`src/rtl/mmv_ps_pkg.sv`:
```
// Shared definitions for the MemoryMapped <-> PacketStream encoder/decoder pair.
package mmv_ps_pkg;

  // Header bit positions
  localparam int unsigned PACK_TYPE_BIT = 0;
  localparam int unsigned WREQ_TYPE_BIT = 1;
  localparam int unsigned RREQ_TYPE_BIT = 2;

  // Packet type values carried in PACK_TYPE_BIT
  localparam logic REQ_PACK_TYPE = 1'b0;
  localparam logic RES_PACK_TYPE = 1'b1;

  // Widest header the builder can produce; users take the low WIDTH bits
  localparam int unsigned HDR_MAX_W = 64;

  // Decoder FSM states
  typedef enum logic [3:0] {
    StHdr,
    StAddr,
    StWdat,
    StWr,
    StRd,
    StRval,
    StResHdr,
    StResDat,
    StFlush
  } dec_state_e;

  // Read-response header: response type with the read bit set, all else zero
  function automatic logic [HDR_MAX_W-1:0] build_res_hdr();
    logic [HDR_MAX_W-1:0] hdr;
    hdr                = '0;
    hdr[PACK_TYPE_BIT] = RES_PACK_TYPE;
    hdr[RREQ_TYPE_BIT] = 1'b1;
    return hdr;
  endfunction

endpackage

```
`src/rtl/ps_twinreg_buffer.sv`:
```
// Two-register stream buffer: one-cycle latency, all outputs registered,
// no combinational path from o_rdy to any output.
module ps_twinreg_buffer #(
  parameter int unsigned WIDTH = 8
) (
  input  logic             clk,
  input  logic             rst,
  input  logic [WIDTH-1:0] i_dat,
  input  logic             i_val,
  input  logic             i_eop,
  output logic             i_rdy,
  output logic [WIDTH-1:0] o_dat,
  output logic             o_val,
  output logic             o_eop,
  input  logic             o_rdy
);

  logic [WIDTH-1:0] dat_q, dat_d, skd_dat_q, skd_dat_d;
  logic             val_q, val_d, eop_q, eop_d;
  logic             skd_val_q, skd_val_d, skd_eop_q, skd_eop_d;
  logic             push;

  // Output register refills from the skid register first, else from the input
  always_comb begin
    dat_d     = dat_q;
    val_d     = val_q;
    eop_d     = eop_q;
    skd_dat_d = skd_dat_q;
    skd_val_d = skd_val_q;
    skd_eop_d = skd_eop_q;
    push      = i_val & ~skd_val_q;
    if (!val_q || o_rdy) begin
      if (skd_val_q) begin
        val_d     = 1'b1;
        dat_d     = skd_dat_q;
        eop_d     = skd_eop_q;
        skd_val_d = 1'b0;
      end else begin
        val_d = push;
        if (push) begin
          dat_d = i_dat;
          eop_d = i_eop;
        end
      end
    end else if (push) begin
      skd_val_d = 1'b1;
      skd_dat_d = i_dat;
      skd_eop_d = i_eop;
    end
  end

  // State registers
  always_ff @(posedge clk or posedge rst) begin
    if (rst) begin
      dat_q     <= '0;
      val_q     <= 1'b0;
      eop_q     <= 1'b0;
      skd_dat_q <= '0;
      skd_val_q <= 1'b0;
      skd_eop_q <= 1'b0;
    end else begin
      dat_q     <= dat_d;
      val_q     <= val_d;
      eop_q     <= eop_d;
      skd_dat_q <= skd_dat_d;
      skd_val_q <= skd_val_d;
      skd_eop_q <= skd_eop_d;
    end
  end

  assign i_rdy = ~skd_val_q;
  assign o_dat = dat_q;
  assign o_val = val_q;
  assign o_eop = eop_q & val_q;

endmodule

```
`src/rtl/ps_to_mmv_dec.sv`:
```
// PacketStream request decoder: replays each request packet as one MM
// transaction and returns read data as a response packet.
module ps_to_mmv_dec
  import mmv_ps_pkg::*;
#(
  parameter int unsigned WIDTH = 8
) (
  input  logic             clk,
  input  logic             rst,
  input  logic [WIDTH-1:0] i_dat,
  input  logic             i_val,
  input  logic             i_eop,
  output logic             i_rdy,
  output logic [WIDTH-1:0] m_addr,
  output logic             m_wreq,
  output logic [WIDTH-1:0] m_wdat,
  output logic             m_rreq,
  input  logic [WIDTH-1:0] m_rdat,
  input  logic             m_rval,
  input  logic             m_busy,
  output logic [WIDTH-1:0] o_dat,
  output logic             o_val,
  output logic             o_eop,
  input  logic             o_rdy
);

  localparam logic [WIDTH-1:0] ResHdr = WIDTH'(build_res_hdr());

  dec_state_e       state_q, state_d;
  logic             is_wr_q, is_wr_d;
  logic             flush_q, flush_d;   // packet still has words after the last one used
  logic [WIDTH-1:0] rdat_q, rdat_d;
  logic             i_rdy_q, i_rdy_d;
  logic             m_wreq_q, m_wreq_d, m_rreq_q, m_rreq_d;
  logic [WIDTH-1:0] m_addr_q, m_addr_d, m_wdat_q, m_wdat_d;

  logic             acc, hdr_wr, hdr_rd;
  logic [WIDTH-1:0] buf_dat;
  logic             buf_val, buf_eop, buf_rdy;

  assign acc    = i_val & i_rdy_q;
  // Write wins over read when both bits are set
  assign hdr_wr = (i_dat[PACK_TYPE_BIT] == REQ_PACK_TYPE) & i_dat[WREQ_TYPE_BIT];
  assign hdr_rd = (i_dat[PACK_TYPE_BIT] == REQ_PACK_TYPE) & ~i_dat[WREQ_TYPE_BIT]
                & i_dat[RREQ_TYPE_BIT];

  // Next-state and registered-output logic of the request FSM
  always_comb begin
    state_d  = state_q;
    is_wr_d  = is_wr_q;
    flush_d  = flush_q;
    rdat_d   = rdat_q;
    m_wreq_d = m_wreq_q;
    m_rreq_d = m_rreq_q;
    m_addr_d = m_addr_q;
    m_wdat_d = m_wdat_q;
    buf_val  = 1'b0;
    buf_dat  = rdat_q;
    buf_eop  = 1'b0;
    unique case (state_q)
      StHdr: begin
        if (acc) begin
          if (hdr_wr || hdr_rd) begin
            // A lone valid header carries no address: drop it
            if (!i_eop) begin
              state_d = StAddr;
              is_wr_d = hdr_wr;
            end
          end else if (!i_eop) begin
            state_d = StFlush;
          end
        end
      end
      StAddr: begin
        if (acc) begin
          m_addr_d = i_dat;
          if (is_wr_q) begin
            state_d = i_eop ? StHdr : StWdat;
          end else begin
            m_rreq_d = 1'b1;
            flush_d  = ~i_eop;
            state_d  = StRd;
          end
        end
      end
      StWdat: begin
        if (acc) begin
          m_wdat_d = i_dat;
          m_wreq_d = 1'b1;
          flush_d  = ~i_eop;
          state_d  = StWr;
        end
      end
      StWr: begin
        if (!m_busy) begin
          m_wreq_d = 1'b0;
          state_d  = flush_q ? StFlush : StHdr;
        end
      end
      StRd: begin
        if (!m_busy) begin
          m_rreq_d = 1'b0;
          state_d  = StRval;
        end
      end
      StRval: begin
        if (m_rval) begin
          rdat_d  = m_rdat;
          state_d = StResHdr;
        end
      end
      StResHdr: begin
        buf_val = 1'b1;
        buf_dat = ResHdr;
        if (buf_rdy) state_d = StResDat;
      end
      StResDat: begin
        buf_val = 1'b1;
        buf_eop = 1'b1;
        if (buf_rdy) state_d = flush_q ? StFlush : StHdr;
      end
      StFlush: begin
        if (acc && i_eop) state_d = StHdr;
      end
      default: state_d = StHdr;
    endcase
    i_rdy_d = (state_d == StHdr) || (state_d == StAddr) || (state_d == StWdat) ||
              (state_d == StFlush);
  end

  // FSM state and registered outputs
  always_ff @(posedge clk or posedge rst) begin
    if (rst) begin
      state_q  <= StHdr;
      is_wr_q  <= 1'b0;
      flush_q  <= 1'b0;
      rdat_q   <= '0;
      i_rdy_q  <= 1'b0;
      m_wreq_q <= 1'b0;
      m_rreq_q <= 1'b0;
      m_addr_q <= '0;
      m_wdat_q <= '0;
    end else begin
      state_q  <= state_d;
      is_wr_q  <= is_wr_d;
      flush_q  <= flush_d;
      rdat_q   <= rdat_d;
      i_rdy_q  <= i_rdy_d;
      m_wreq_q <= m_wreq_d;
      m_rreq_q <= m_rreq_d;
      m_addr_q <= m_addr_d;
      m_wdat_q <= m_wdat_d;
    end
  end

  assign i_rdy  = i_rdy_q;
  assign m_wreq = m_wreq_q;
  assign m_rreq = m_rreq_q;
  assign m_addr = m_addr_q;
  assign m_wdat = m_wdat_q;

  ps_twinreg_buffer #(
    .WIDTH (WIDTH)
  ) u_res_buf (
    .clk   (clk),
    .rst   (rst),
    .i_dat (buf_dat),
    .i_val (buf_val),
    .i_eop (buf_eop),
    .i_rdy (buf_rdy),
    .o_dat (o_dat),
    .o_val (o_val),
    .o_eop (o_eop),
    .o_rdy (o_rdy)
  );

endmodule

```
`config.mk`:
```
export PLATFORM = sky130hd
export DESIGN_NAME = ps_to_mmv_dec
export DESIGN_NICKNAME = d
export VERILOG_FILES = /design/src/rtl/mmv_ps_pkg.sv /design/src/rtl/ps_twinreg_buffer.sv /design/src/rtl/ps_to_mmv_dec.sv
export SDC_FILE = /design/constraint.sdc
export NUM_CORES = 1
export LEC_CHECK = 0
export ABC_AREA = 1
export ABC_CLOCK_PERIOD_IN_PS = 4400
export BUFFER_PORTS_ARGS = -buffer_cell sky130_fd_sc_hd__buf_2
export CAP_MARGIN = 10
export CORE_UTILIZATION = 40
export CTS_BUF_LIST = sky130_fd_sc_hd__clkbuf_8
export CTS_CLUSTER_DIAMETER = 30
export DETAILED_ROUTE_END_ITERATION = 7
export SLEW_MARGIN = 20
export SYNTH_ARGS = -nofsm -noshare
export SYNTH_HDL_FRONTEND = slang
export SYNTH_SLANG_ARGS = --single-unit
```
`constraint.sdc`:
```
create_clock -name clk -period 4.4 [get_ports clk]
set_input_delay 0.44 -clock clk [delete_from_list [all_inputs] [get_ports clk]]
set_output_delay 0.44 -clock clk [all_outputs]
set_load 0.02 [all_outputs]
```
==> results.json <==
{
  "cts_buffers": 5,
  "criticalPathCategory": "flop to flop",
  "cp_slowest_stage_delay_ns": 0.47,
  "ys_types": 19,
  "cp_data_required_time_ns": 4.61,
  "area_growth_pct": 18.1,
  "rrSetupSlack_ns": 2.73,
  "routed_via_density": 4.67,
  "p_int_uw": 1160,
  "drt_iter0_drc": 140,
  "wl_um": 5540,
  "vias": 2099,
  "tns_ns": 0,
  "leakage_uw": 0.00169,
  "final_common_cell": "nand2_1",
  "hold_buffers": 0,
  "drive_above_1_share_pct": 21.4,
  "cts_tree": "done",
  "layout_common_cells": "nand2_1 (135), dfrtp_1 (53), buf_2 (51)",
  "start_util_pct": 41.8,
  "rsz0062_at_grt": "no",
  "switching_share_pct": 40.6,
  "dr.pass1.iters": 4,
  "die_h_um": 80.9,
  "ant_nets": 0,
  "maxCapViolations": 0,
  "critPathArrivalTime_ns": 1.88,
  "critPathTopFamily": "simple AND/OR/NAND/NOR gates",
  "path_cells": "nor2_2, nand3_2, inv_2, nand2_1, nand2_1, nor2_1",
  "rows": 28,
  "peakVddDrop_uv": 313,
  "fin_skew_ns": 0.0118,
  "core_um2": 5960,
  "post-route-period-util_pct": 37.9,
  "antenna_found_initial": 0,
  "syn_area_per_cell_um2": 7.78,
  "hold_violations": 0,
  "status": "finished clean",
  "synth_nets": 343,
  "fin_area_um2": 2940,
  "grt-ovfl-total": 0,
  "clkLatencyLatePin_ns": 0.31,
  "root_buffer": "clkbuf_8",
  "switchingPower_uw": 793,
  "reg2reg_depth": 6,
  "routabilityCongestion": 0.838,
  "grtUsageTotal_pct": 19.2,
  "grt_pass1_wl_um": 9530,
  "cts_resized": 0,
  "reg2reg_from": "state_q[2]$_DFF_PP0_",
  "cts_num_sinks": 53,
  "clockPowerShare_pct": 19.8,
  "diodes": 0,
  "worst_pin_slew_ns": 0.678,
  "synth_area_um2": 2490,
  "endpoint_kind": "flop",
  "die_area_um2": 6540,
  "cpMaxStageDelayCell": "dfrtp_1",
  "clk_path_buf_depth": 2,
  "drc": 0,
  "p_seq_share_pct": 41.8,
  "post-cts-setup-buffers": 0,
  "worst_hold_slack_ns": 0.305,
  "cp_common_cell": "nand2_1",
  "die_w_um": 80.9,
  "fin_util_pct": 49.3,
  "wl_per_cell_um": 12.3,
  "hp-class": "input port to asynchronous set/reset pin",
  "fin_nets": 396,
  "yosys_register_bits": 53,
  "comb_power_share_pct": 38.3,
  "period_minus_slack_ns": 1.67,
  "dpl_cell_area_um2": 2810,
  "yosysSeqAreaShare_pct": 53.3,
  "dp_hpwl_um": 4040,
  "synth-warning-count": 0,
  "start_kind": "flop",
  "drv_slew": 0,
  "fmax_mhz": 600,
  "slew-limit-headroom_pct": 54.8,
  "cts.clk_slew.worst_paths_ns": 0.10,
  "io_buffers": 51,
  "power.density_nw_per_um2": 664,
  "path_buf_inv": 1,
  "worstPathMaxFanout": 11,
  "grt_pass1_vias": 2047,
  "finalSetupViolCount": 0,
  "synthCells": 320,
  "ios": 52,
  "r2r-end": "i_rdy$_DFF_PP0_",
  "h-tree-depth": 2,
  "grt_max_degree": 54
}
cells by family after synthesis:
| family | synth area share, % |
|---|---|
| buffers and inverters | 8.09 |
| AND/OR/NAND/NOR | 33.0 |
| flip-flops | 53.3 |
| AO/OA/AOI/OAI | 5.58 |
area by class of cell:
class,count,area [µm²]
multi-input combinational,218,961
timing repair buffer,52,263
clock buffer,5,68.8
tap,75,93.8
fill,602,3020
clock inverter,3,65.1
inverter,43,161
sequential,53,1330
worst max path at each step:
stage | from | to | slack, ns | cells past startpoint
floorplan | rst | flush_q$_DFFE_PP0P_ | 2.67 | 1
global placement | state_q[2]$_DFF_PP0_ | i_rdy$_DFF_PP0_ | 2.74 | 6
detailed placement | state_q[2]$_DFF_PP0_ | i_rdy$_DFF_PP0_ | 2.76 | 6
CTS | state_q[2]$_DFF_PP0_ | m_wdat[4]$_DFFE_PP0P_ | 2.74 | 5
global route | u_res_buf.skd_val_q$_DFFE_PP0P_ | u_res_buf.o_dat[4]$_DFFE_PP0P_ | 2.58 | 6
finish | state_q[2]$_DFF_PP0_ | i_rdy$_DFF_PP0_ | 2.73 | 6
metrics by stage:
stage / setup slack, ns / total power [µW] / cells
after floorplan: 2.67 / 1340 / 320
after global placement: 2.74 / 1570 / 441
after detailed placement: 2.76 / 1580 / 441
after CTS: 2.74 / 1970 / 449
after global routing: 2.58 / 2110 / 449
final: 2.73 / 1950 / 449
cells in the mapped netlist:
library cell / n / area share [%]
nand2_2: 3 / 0.75
nand3_1: 24 / 4.8
clkbuf_1: 2 / 0.30
inv_1: 37 / 5.6
o21ai_2: 1 / 0.35
dfrtp_1: 53 / 53
nand4_1: 2 / 0.50
o21ai_1: 1 / 0.20
nand2_1: 135 / 20
a21oi_1: 1 / 0.20
nor3_4: 1 / 0.65
buf_2: 2 / 0.40
nor2_1: 18 / 2.7
nor2_2: 1 / 0.25
nand3_2: 4 / 1.6
buf_6: 2 / 0.90
nor2_4: 3 / 1.4
o21ai_0: 24 / 4.8
inv_2: 6 / 0.90
routing by layer:
| metal | global-route usage, % | vias up | share of wire [%] | wire [µm] |
|---|---|---|---|---|
| li1 | - | 1088 | - | - |
| met4 | 5.89 | 0 | 1.6 | 87 |
| met5 | 0 | - | 0 | 0 |
| met2 | 28.7 | 55 | 46 | 2530 |
| met3 | 4.27 | 8 | 4.6 | 257 |
| met1 | 27.6 | 948 | 48 | 2670 |
power groups by stage:
stage	clock network [µW]	logic (µW)	registers [µW]
floorplan	0	400	935
global placement	0	746	825
detailed placement	0	754	823
CTS	395	755	817
global route	417	851	840
finish	387	749	817
tightest hold or removal path, stage by stage:
cell   delay [ns]
buf_2        0.10
inv_2        0.03
buf_4        0.53
sequential cells by signal, summed over array words and instances (netlist names):
register,flops
m_rreq,1
state_q,4
flush_q,1
u_res_buf.eop_q,1
i_rdy,1
u_res_buf.skd_dat_q,8
m_wreq,1
is_wr_q,1
m_wdat,8
u_res_buf.o_dat,8
u_res_buf.skd_val_q,1
m_addr,8
rdat_q,8
u_res_buf.skd_eop_q,1
u_res_buf.o_val,1
No activity file was read; power rests on OpenSTA's default activity.
